## src/rtl/cle_key_reader_pkg.sv

```systemverilog
// cle_key_pkg: shared constants and types for the CLE1C8 key reader.
//   - FSM state codes (IDLE, REQ, UNLOCK, READ, RELEASE, FAIL)
//   - unlock address nibble table and key address window
//   - access phase encoding used by cle_access_cycle
package cle_key_pkg;

    localparam logic [2:0] S_IDLE    = 3'd0;
    localparam logic [2:0] S_REQ     = 3'd1;
    localparam logic [2:0] S_UNLOCK  = 3'd2;
    localparam logic [2:0] S_READ    = 3'd3;
    localparam logic [2:0] S_RELEASE = 3'd4;
    localparam logic [2:0] S_FAIL    = 3'd5;

    // BA13..BA12 select the key device window on every access
    localparam logic [1:0] KEY_WIN = 2'b01;

    // BA7..BA4 unlock pattern, entry 0 is presented first
    localparam logic [3:0][3:0] UNLOCK_TBL = {4'h9, 4'hA, 4'h8, 4'h2};

    // phase A: address out, select idle; phase B: select asserted
    typedef enum logic {PH_A = 1'b0, PH_B = 1'b1} phase_e;

    function automatic logic [3:0] unlock_nib(input logic [1:0] idx);
        return UNLOCK_TBL[idx];
    endfunction

endpackage

```

## src/rtl/cle_key_reader_if.sv

```systemverilog
// cle_key_reader_if: host handshake plus key-device bus bundle.
//   host : start (in), busy/done/error/key_data (out)
//   bus  : bus_req (out), bus_gnt (in), ba/br_w/sser_n (out), sdrd (in)
// master = the reader controller, slave = host/arbiter/key side.
interface cle_key_reader_if #(parameter int KEY_BITS = 16);
    logic                start;
    logic                busy;
    logic                done;
    logic                error;
    logic [KEY_BITS-1:0] key_data;
    logic                bus_req;
    logic                bus_gnt;
    logic [9:0]          ba;
    logic                br_w;
    logic                sser_n;
    logic                sdrd;

    modport master (input start, bus_gnt, sdrd,
                    output busy, done, error, key_data, bus_req, ba, br_w, sser_n);
    modport slave  (output start, bus_gnt, sdrd,
                    input busy, done, error, key_data, bus_req, ba, br_w, sser_n);
endinterface

```

## src/rtl/cle_key_reader_access_cycle.sv

```systemverilog
// cle_access_cycle: two-clock key access sequencer.
//   go      - load a new access (phase A next clock) with address nibble
//   abort   - drop any access in flight, return to idle outputs
//   capture - qualifies the sample strobe (only read accesses carry data)
//   sser_n  - registered key select, low only in phase B
//   ba_nib  - registered BA7..BA4, 0 when idle
//   active  - an access is on the bus (phase A or B)
//   last_ph - current clock is phase B; the key advances on its ending edge
//   sample  - last_ph qualified by capture: sample sdrd on this edge
module cle_access_cycle
    import cle_key_pkg::*;
(
    input  logic       clk,
    input  logic       rst,
    input  logic       go,
    input  logic       abort,
    input  logic       capture,
    input  logic [3:0] nibble,
    output logic       sser_n,
    output logic [3:0] ba_nib,
    output logic       active,
    output logic       sample,
    output logic       last_ph
);

    phase_e ph;

    always_ff @(posedge clk or posedge rst) begin
        if (rst) begin
            active <= 1'b0;
            ph     <= PH_A;
            sser_n <= 1'b1;
            ba_nib <= 4'h0;
        end else if (abort) begin
            active <= 1'b0;
            ph     <= PH_A;
            sser_n <= 1'b1;
            ba_nib <= 4'h0;
        end else if (go) begin
            // back-to-back accesses reload here on the edge ending phase B
            active <= 1'b1;
            ph     <= PH_A;
            sser_n <= 1'b1;
            ba_nib <= nibble;
        end else if (active && ph == PH_A) begin
            ph     <= PH_B;
            sser_n <= 1'b0;
        end else begin
            active <= 1'b0;
            ph     <= PH_A;
            sser_n <= 1'b1;
            ba_nib <= 4'h0;
        end
    end

    assign last_ph = active && (ph == PH_B);
    assign sample  = last_ph && capture;

endmodule

```

## src/rtl/cle_key_reader.sv

```systemverilog
// cle_key_reader: wins the shared bus, unlocks the CLE1C8 key with a fixed
// address pattern, then shifts KEY_BITS serial bits from sdrd into key_data.
//   clk, rst    - clock, asynchronous active-high reset
//   bus         - cle_key_reader_if.master (host handshake + key bus)
// Parameters: KEY_BITS (1..32), GNT_TIMEOUT (1..65535 clocks in REQ).
// Optional: CLE_READ_PARITY_EN adds one trailing even-parity bit to READ;
// a mismatch reports error and leaves key_data untouched.
module cle_key_reader
    import cle_key_pkg::*;
#(
    parameter int KEY_BITS    = 16,
    parameter int GNT_TIMEOUT = 255
) (
    input  logic               clk,
    input  logic               rst,
    cle_key_reader_if.master   bus
);

`ifdef CLE_READ_PARITY_EN
    localparam int NREAD = KEY_BITS + 1;
`else
    localparam int NREAD = KEY_BITS;
`endif
    localparam logic [5:0]  LAST_BIT = 6'(NREAD - 1);
    localparam logic [15:0] TO_MAX   = 16'(GNT_TIMEOUT);

    logic [2:0]          state;
    logic                busy_r, done_r, error_r, bus_req_r, gnt_q;
    logic [KEY_BITS-1:0] key_r, stage, stage_sh;
    logic [5:0]          bitcnt;
    logic [1:0]          idx;
    logic [15:0]         tocnt;

    logic                go, abort;
    logic [3:0]          nib;
    logic                seq_sser_n, seq_active, seq_sample, seq_last;
    logic [3:0]          seq_nib;

    cle_access_cycle u_acc (
        .clk     (clk),
        .rst     (rst),
        .go      (go),
        .abort   (abort),
        .capture (state == S_READ),
        .nibble  (nib),
        .sser_n  (seq_sser_n),
        .ba_nib  (seq_nib),
        .active  (seq_active),
        .sample  (seq_sample),
        .last_ph (seq_last)
    );

    assign stage_sh = (stage << 1) | KEY_BITS'(bus.sdrd);

    // Next-access requests to the sequencer; only issued on the edge that
    // enters UNLOCK or ends a phase B, so accesses run back to back.
    always_comb begin
        go    = 1'b0;
        abort = 1'b0;
        nib   = 4'h0;
        case (state)
            S_REQ: if (gnt_q) begin
                go  = 1'b1;
                nib = unlock_nib(2'd0);
            end
            S_UNLOCK: begin
                if (!gnt_q) abort = 1'b1;
                else if (seq_last) begin
                    go  = 1'b1;
                    nib = (idx == 2'd3) ? 4'h0 : unlock_nib(idx + 2'd1);
                end
            end
            S_READ: begin
                if (!gnt_q) abort = 1'b1;
                else if (seq_sample && bitcnt != LAST_BIT) go = 1'b1;
            end
            default: ;
        endcase
    end

    always_ff @(posedge clk or posedge rst) begin
        if (rst) begin
            state     <= S_IDLE;
            busy_r    <= 1'b0;
            done_r    <= 1'b0;
            error_r   <= 1'b0;
            key_r     <= '0;
            stage     <= '0;
            bus_req_r <= 1'b0;
            gnt_q     <= 1'b0;
            bitcnt    <= 6'd0;
            idx       <= 2'd0;
            tocnt     <= 16'd0;
        end else begin
            done_r  <= 1'b0;
            error_r <= 1'b0;
            // grant only counts while we are asking for the bus
            gnt_q   <= bus.bus_gnt & bus_req_r;
            case (state)
                S_IDLE: if (bus.start) begin
                    state     <= S_REQ;
                    busy_r    <= 1'b1;
                    bus_req_r <= 1'b1;
                    tocnt     <= 16'd0;
                end
                S_REQ: begin
                    if (gnt_q) begin
                        state <= S_UNLOCK;
                        idx   <= 2'd0;
                    end else if (tocnt == TO_MAX) begin
                        state     <= S_FAIL;
                        error_r   <= 1'b1;
                        bus_req_r <= 1'b0;
                    end else begin
                        tocnt <= tocnt + 16'd1;
                    end
                end
                S_UNLOCK: begin
                    if (!gnt_q) begin
                        state     <= S_FAIL;
                        error_r   <= 1'b1;
                        bus_req_r <= 1'b0;
                    end else if (seq_last) begin
                        if (idx == 2'd3) begin
                            state  <= S_READ;
                            bitcnt <= 6'd0;
                            stage  <= '0;
                        end else begin
                            idx <= idx + 2'd1;
                        end
                    end
                end
                S_READ: begin
                    if (!gnt_q) begin
                        state     <= S_FAIL;
                        error_r   <= 1'b1;
                        bus_req_r <= 1'b0;
                    end else if (seq_sample) begin
                        bitcnt <= bitcnt + 6'd1;
`ifdef CLE_READ_PARITY_EN
                        if (bitcnt == LAST_BIT) begin
                            bus_req_r <= 1'b0;
                            if ((^stage) == bus.sdrd) begin
                                state  <= S_RELEASE;
                                done_r <= 1'b1;
                                key_r  <= stage;
                            end else begin
                                state   <= S_FAIL;
                                error_r <= 1'b1;
                            end
                        end else begin
                            stage <= stage_sh;
                        end
`else
                        stage <= stage_sh;
                        if (bitcnt == LAST_BIT) begin
                            state     <= S_RELEASE;
                            done_r    <= 1'b1;
                            key_r     <= stage_sh;
                            bus_req_r <= 1'b0;
                        end
`endif
                    end
                end
                S_RELEASE, S_FAIL: begin
                    state  <= S_IDLE;
                    busy_r <= 1'b0;
                end
                default: state <= S_IDLE;
            endcase
        end
    end

    assign bus.busy     = busy_r;
    assign bus.done     = done_r;
    assign bus.error    = error_r;
    assign bus.key_data = key_r;
    assign bus.bus_req  = bus_req_r;
    assign bus.ba       = seq_active ? {KEY_WIN, 4'h0, seq_nib} : 10'h0;
    assign bus.br_w     = seq_active;
    // a dropped grant releases the select in the very cycle it is seen
    assign bus.sser_n   = seq_sser_n | ~gnt_q;

endmodule
```

## src/flat_wrapper.sv

```systemverilog
// flat-port wrapper written by rule: the top's interface ports become plain ports
module cle_key_reader_flat import cle_key_pkg::*;
#(
    parameter int KEY_BITS    = 16,
    parameter int GNT_TIMEOUT = 255
)
  (clk, rst, bus_start, bus_bus_gnt, bus_sdrd, bus_busy, bus_done, bus_error, bus_key_data, bus_bus_req, bus_ba, bus_br_w, bus_sser_n);
  cle_key_reader_if #(.KEY_BITS(KEY_BITS)) bus_i ();
  input  logic clk;
  input  logic rst;
  input wire logic [$bits(bus_i.start)-1:0] bus_start;
  input wire logic [$bits(bus_i.bus_gnt)-1:0] bus_bus_gnt;
  input wire logic [$bits(bus_i.sdrd)-1:0] bus_sdrd;
  output wire logic [$bits(bus_i.busy)-1:0] bus_busy;
  output wire logic [$bits(bus_i.done)-1:0] bus_done;
  output wire logic [$bits(bus_i.error)-1:0] bus_error;
  output wire logic [$bits(bus_i.key_data)-1:0] bus_key_data;
  output wire logic [$bits(bus_i.bus_req)-1:0] bus_bus_req;
  output wire logic [$bits(bus_i.ba)-1:0] bus_ba;
  output wire logic [$bits(bus_i.br_w)-1:0] bus_br_w;
  output wire logic [$bits(bus_i.sser_n)-1:0] bus_sser_n;
  assign bus_i.start = bus_start;
  assign bus_i.bus_gnt = bus_bus_gnt;
  assign bus_i.sdrd = bus_sdrd;
  assign bus_busy = bus_i.busy;
  assign bus_done = bus_i.done;
  assign bus_error = bus_i.error;
  assign bus_key_data = bus_i.key_data;
  assign bus_bus_req = bus_i.bus_req;
  assign bus_ba = bus_i.ba;
  assign bus_br_w = bus_i.br_w;
  assign bus_sser_n = bus_i.sser_n;
  cle_key_reader #(.KEY_BITS(KEY_BITS), .GNT_TIMEOUT(GNT_TIMEOUT)) u_core (.clk(clk), .rst(rst), .bus(bus_i));
endmodule
```

## config.mk

```make
export PLATFORM = sky130hd
export DESIGN_NAME = cle_key_reader_flat
export DESIGN_NICKNAME = d
export VERILOG_FILES = /design/src/rtl/cle_key_reader_pkg.sv /design/src/rtl/cle_key_reader_if.sv /design/src/rtl/cle_key_reader_access_cycle.sv /design/src/rtl/cle_key_reader.sv /design/src/flat_wrapper.sv
export SDC_FILE = /design/constraint.sdc
export NUM_CORES = 1
export LEC_CHECK = 0
export ABC_AREA = 1
export ABC_CLOCK_PERIOD_IN_PS = 2100
export CORE_ASPECT_RATIO = 0.7
export CORE_UTILIZATION = 58
export CTS_BUF_LIST = sky130_fd_sc_hd__clkbuf_8
export CTS_CLUSTER_DIAMETER = 40
export CTS_CLUSTER_SIZE = 40
export DETAILED_ROUTE_END_ITERATION = 16
export HOLD_SLACK_MARGIN = 0.06
export PLACE_DENSITY = 0.82
export SLEW_MARGIN = 0
export SYNTH_ARGS = -nofsm -noshare
export SYNTH_HDL_FRONTEND = slang
export SYNTH_SLANG_ARGS = --single-unit
```

## constraint.sdc

```tcl
create_clock -name clk -period 2.1 [get_ports clk]
set_input_delay 0.21 -clock clk [delete_from_list [all_inputs] [get_ports clk]]
set_output_delay 0.21 -clock clk [all_outputs]
set_load 0.005 [all_outputs]
```

==> results.toml <==
[run_status]
status = "finished clean"

[power_and_ir_drop]
cellInternalPower_mw = 2.43
p_per_area_mw_per_mm2 = 934
p_leak_nw = 1.87
p_clk_frac = 0.301
p_switching_mw = 1.29
pwr-share-comb = 0.271
seqPwrFrac = 0.428
swShare = 0.347
peakVddDrop_v = 0.000657

[placed_design]
port_buffers = 30
place_hpwl_um = 5170
dp_slack_ns = 0.265
finalWeightedCongestion = 0.910

[cells_and_area]
drive_gt1_frac = 0.0923
nets = 460
areaGrowthSynthToFinish_pct = 16.7
antenna_cells = 0

[routing]
first_pass_iters = 5
drt_iter0_markers = 241
ant_nets = 0
wl_per_cell_um = 13.8
routed_wl_um = 7290
avgViaCountPerCell = 5.46
drcViolationCount = 0
num_vias = 2877

[die]
io_pins = 37
chipHeight_um = 66.2
start_util = 0.627
die_w_um = 93.7
core_area_sq_mm = 0.00545
core.rowCount = 22
dieArea_sq_mm = 0.00621

[logic_synthesis]
synth_edf_count = 0
avgSynthCellArea_sq_um = 8.23
synth-seq-cells = 69
synth.most_common_cell = "nand2_1"
synth_area_sq_mm = 0.00342
yosysSeqAreaShare = 0.506
yosys_warnings = 0
synthTopCellsByCount = "nand2_1, dfrtp_1, inv_1, nor2_1, o21ai_0"
ys_types = 35
yosysTopAreaCellShare = 0.498
synthTopCellsByArea = "dfrtp_1, nand2_1, inv_1"
synth_ff_type = "dfrtp_1"
async_flop_share = 1.00
synth_top_area_cell = "dfrtp_1"
syn_inst = 415

[timing]
worst_clock_skew_ns = 0.00907
setup_slack_ns = 0.238
max_slew.worst_pin.slew_ns = 0.654
hold_viol_final = 0
fmax_mhz = 537
finalCritPeriodShare = 0.887
setup_violations = 0
final.setup.tns_ns = 0
slew_headroom = 0.563
fin_crit_ns = 1.86
slew_violations = 0
rsz0062_at_grt = "no"

[min_path]
hold_class = "input port to asynchronous set/reset pin"

[grt]
grt_pass1_wl_um = 12600
antenna_found_initial = 0
grt_pass1_vias = 2572
grt_use_total = 0.270
grt_max_degree = 47
globalRouteOverflowTotal = 0

[clock_network]
clock_path_buffers = 2
path_clk_slew_ns = 0.08
numCtsBuffers = 9
clock_sinks = 69
postCtsHoldBufs = 0
cts_root_buf = "clkbuf_8"
htreeDepth = 3
cts_resized = 0
insertion_delay_ns = 0.35
post_cts.repair.setup_buffers = 0
cts_tree = "done"

[critical_path]
crit_type = "flop to flop"
cp_max_fo = 25
critPathRequiredTime_ns = 2.35
crit_path_start_kind = "flop"
r2r_cells = 9
cp.arrival_ns = 2.11
end_kind = "flop"

[job]
maxCapViolCount = 0
[state kept, by name (all words and copies together), names as in the netlist]
register,cells
u_core.u_acc.ph,1
u_core.u_acc.ba_nib,3
u_core.bitcnt,6
u_core.bus.key_data,16
u_core.gnt_q,1
u_core.bus.busy,1
u_core.idx,2
u_core.stage,15
u_core.u_acc.active,1
u_core.bus.bus_req,1
u_core.u_acc.sser_n,1
u_core.state,3
u_core.bus.done,1
u_core.tocnt,16
u_core.bus.error,1
[layout make-up]
class	instances	area, sq um
Clock buffer	10	138
Clock inverter	6	70.1
Fill cell	407	1460
Inverter	57	214
Multi-Input combinational cell	278	1380
Sequential cell	69	1730
Tap cell	72	90.1
Timing Repair Buffer	35	363
[critical path: stages, from the launching register on]
cell and delay, ns:
dfrtp_1 0.44, ha_1 0.29, nand3_2 0.20, nor2_4 0.19
nand2_2 0.11, o21ai_4 0.16, buf_12 0.17, inv_2 0.08
nand2_1 0.06, o21ai_1 0.05
[layer usage]
metal	routed length (um)	vias to the layer above	share of wire	global-route usage
met3	534	12	0.073	0.0644
li1	-	1390	-	-
met1	3660	1360	0.50	0.411
met5	0	-	0	0
met4	120	0	0.016	0.0904
met2	2980	115	0.41	0.377
[stage by stage]
| stage | hold WS (ns) | std cells | area [sq um] | total power [mW] | utilization |
|---|---|---|---|---|---|
| after global placement | 0.460 | 511 | 3780 | 2.58 | 0.693 |
| after global routing | 0.242 | 527 | 3990 | 3.93 | 0.731 |
| after detailed placement | 0.466 | 511 | 3780 | 2.61 | 0.693 |
| after floorplan | 0.314 | 420 | 3430 | 2.29 | - |
| after CTS | 0.232 | 527 | 3990 | 3.73 | 0.731 |
| final | 0.221 | 527 | 3990 | 3.72 | 0.731 |
[cells by family after synthesis]
family                     synth area share
AOI/OAI and AO/OA                     0.108
other                               0.00110
buffers and inverters                0.0945
DFF                                   0.506
adders and majority gates            0.0183
and+or+nand+nor                       0.255
xor gates and xnor gates             0.0179
[worst paths after layout]
| kind | startpoint | endpoint | slack [ns] |
|---|---|---|---|
| worst max-delay path | u_core.tocnt[0] | u_core.tocnt[2] | 0.24 |
| worst min-delay path | rst | u_core.tocnt[4] | 0.22 |
| worst max register to register | u_core.tocnt[0] | u_core.tocnt[2] | 0.24 |
| worst min register to register | u_core.u_acc.ba_nib[3] | u_core.u_acc.ba_nib[3] | 0.48 |
| max in group asynchronous | rst | u_core.u_acc.sser_n | 1.61 |
| min in group clk | bus_bus_gnt | u_core.gnt_q | 0.39 |
[cell usage in the layout (no fill, tap or decap), types with 3 or more instances in the layout]
master           Yosys  layout
nand3_1             27      27
nand4_1             10      10
inv_1               54      53
nor3_1               4       4
o21ai_1              4       4
inv_2                3       4
ha_1                 5       5
clkdlybuf4s50_1      0      30
dfrtp_1             68      68
xor2_1               5       5
conb_1               1       6
buf_4                7       3
clkinvlp_4           0       3
o22ai_1             14      14
nand2_1            103     103
o21bai_1             3       3
clkbuf_8             0      10
o21ai_0             35      35
a21oi_1              4       4
nand2_2              4       4
nor2_1              37      37
[power groups by stage]
stage	clock network (mW)	registers, mW	logic (mW)
global route	1.19	1.61	1.13
detailed placement	0	1.61	0.997
finish	1.12	1.60	1.01
global placement	0	1.61	0.970
floorplan	0	1.60	0.692
CTS	1.13	1.59	1.01
No activity file was read; power rests on OpenSTA's default activity.
==> variant: new RTL, config.mk and constraints unchanged <==
`KEY_BITS` is set to 16 in 3 places; all go to 20.
--- a/src/rtl/cle_key_reader_if.sv
+++ b/src/rtl/cle_key_reader_if.sv
@@ -2,7 +2,7 @@
 //   host : start (in), busy/done/error/key_data (out)
 //   bus  : bus_req (out), bus_gnt (in), ba/br_w/sser_n (out), sdrd (in)
 // master = the reader controller, slave = host/arbiter/key side.
-interface cle_key_reader_if #(parameter int KEY_BITS = 16);
+interface cle_key_reader_if #(parameter int KEY_BITS = 20);
     logic                start;
     logic                busy;
     logic                done;
--- a/src/rtl/cle_key_reader.sv
+++ b/src/rtl/cle_key_reader.sv
@@ -8,7 +8,7 @@
 module cle_key_reader
     import cle_key_pkg::*;
 #(
-    parameter int KEY_BITS    = 16,
+    parameter int KEY_BITS    = 20,
     parameter int GNT_TIMEOUT = 255
 ) (
     input  logic               clk,
--- a/src/flat_wrapper.sv
+++ b/src/flat_wrapper.sv
@@ -1,7 +1,7 @@
 // flat-port wrapper written by rule: the top's interface ports become plain ports
 module cle_key_reader_flat import cle_key_pkg::*;
 #(
-    parameter int KEY_BITS    = 16,
+    parameter int KEY_BITS    = 20,
     parameter int GNT_TIMEOUT = 255
 )
   (clk, rst, bus_start, bus_bus_gnt, bus_sdrd, bus_busy, bus_done, bus_error, bus_key_data, bus_bus_req, bus_ba, bus_br_w, bus_sser_n);
Interface: changed (resized bus_key_data); port bits go from 37 to 41. The function was not compared with the original's and may differ.
==> variant against the original RTL <==
Wire length is 2.2% higher. Worst setup slack better by 0.0021 ns. Largest cell class unchanged. Power is 4.7% higher. Highest routed layer unchanged. Final area is 8.3% higher. Sequential power is 7% higher. Sequential cell count is 8 higher. Synthesized area is 8.2% higher. Die area is 7.9% higher.
==> variant: results (changes against the original RTL) <==
The path depth of the worst reg2reg path came out at 10 (was 9). The normalized max-slew margin is 0.581 (was 0.563), and the worst setup skew after layout is 0.0115 ns (was 0.00907 ns). The total via count after detailed routing is 3,033 (was 2,877), and the share of the yosys chip area belonging to registers is 0.522 (was 0.506). The total wire length was 7450 µm (was 7290 µm).

The worst stage delay on the critical path was 0.41 ns (was 0.44 ns); the total half-perimeter wirelength after legalization and detailed placement was 5270 µm (was 5170 µm). The tools report the DRC marker count from the first detailed-route iteration as 201 (was 241). The global-route usage over all layers was 0.245 (was 0.270); the power density over cell area was 904 nW/µm² (was 934 nW/µm²). Routed length on met2: 3290 µm (was 2980 µm).

The total instance count after detailed placement came out at 543 (was 511). The placement-stage cell area is 4090 µm² (was 3780 µm²), and the wire length on met3 is 425 µm (was 534 µm). The area fraction of the dominant cell type after synthesis was 0.515 (was 0.498); the number of distinct library cells after synthesis was 29 (was 35). The met1 capacity usage during global routing is 0.337 (was 0.411), and the largest net degree at the start of global routing is 46 (was 47). The synthesized-area fraction occupied by xor and xnor cells was 0.0166 (was 0.0179). The met1 layer wirelength in the final routing was 3600 µm (was 3660 µm). Leading post-synthesis cells by cell area: sky130_fd_sc_hd__dfrtp_1 (51%), sky130_fd_sc_hd__nand2_1 (11%), sky130_fd_sc_hd__inv_1 (5.7%) (was sky130_fd_sc_hd__dfrtp_1 (50%), sky130_fd_sc_hd__nand2_1 (11%), sky130_fd_sc_hd__inv_1 (5.9%)). Number of buffers added on ports: 34 (was 30).

The fraction of the mapped netlist area in compound gates was 0.104 (was 0.108); the pre-CTS worst setup slack was 0.293 ns (was 0.265 ns). Worst hold slack: 0.210 ns (was 0.221 ns). The fill cell total of the finished layout is 440 (was 407), and the detail-routed via count per cell is 5.43 (was 5.46). The run finished with clean final reports. Top cells by count, synth: sky130_fd_sc_hd__nand2_1 (109), sky130_fd_sc_hd__dfrtp_1 (76), sky130_fd_sc_hd__inv_1 (56) (was sky130_fd_sc_hd__nand2_1 (103), sky130_fd_sc_hd__dfrtp_1 (68), sky130_fd_sc_hd__inv_1 (54)).

The tools report the end of the worst register-to-register path as u_core.tocnt[3]$_DFFE_PP0P_ (was u_core.tocnt[2]$_DFFE_PP0P_).
-- variant: cell types whose count changed after synthesis, moves of 3 or more --
cell                      change
sky130_fd_sc_hd__dfrtp_1      +8
sky130_fd_sc_hd__nand3_1      +9
sky130_fd_sc_hd__o21ai_0     -22
sky130_fd_sc_hd__o21ai_1     +27
sky130_fd_sc_hd__o22ai_1      +4
sky130_fd_sc_hd__nor3_1       -3
sky130_fd_sc_hd__buf_4        +4
sky130_fd_sc_hd__nor2_1       -7
sky130_fd_sc_hd__nand2_1      +6
-- variant: worst max path at each step --
stage	slack, ns	from	depth (start not counted)	endpoint
5_1_grt	0.03	u_core.tocnt[0]$_DFFE_PP0P_	10	u_core.tocnt[3]$_DFFE_PP0P_
4_1_cts	0.26	u_core.tocnt[0]$_DFFE_PP0P_	10	u_core.tocnt[3]$_DFFE_PP0P_
3_5_place_dp	0.29	u_core.tocnt[0]$_DFFE_PP0P_	10	u_core.tocnt[3]$_DFFE_PP0P_
6_report	0.24	u_core.tocnt[0]$_DFFE_PP0P_	10	u_core.tocnt[3]$_DFFE_PP0P_
2_1_floorplan	0.64	u_core.tocnt[0]$_DFFE_PP0P_	10	u_core.tocnt[13]$_DFFE_PP0P_
3_3_place_gp	0.38	u_core.tocnt[0]$_DFFE_PP0P_	10	u_core.tocnt[3]$_DFFE_PP0P_
-- variant: final cells by class --
cell class	count	share of cell area
clock inverters	7	0.0244
clock buffers	9	0.0287
flip-flops and latches	77	0.447
inverters	61	0.0539
repair buffers	39	0.0905
well taps	75	0.0217
multi-input cells	291	0.334
-- variant: power breakdown --
group | switching, W | internal (W) | total (W)
clock | 0.000598 | 0.000690 | 0.00129
sequential | 0.000100 | 0.00161 | 0.00171
combinational | 0.000621 | 0.000286 | 0.000907
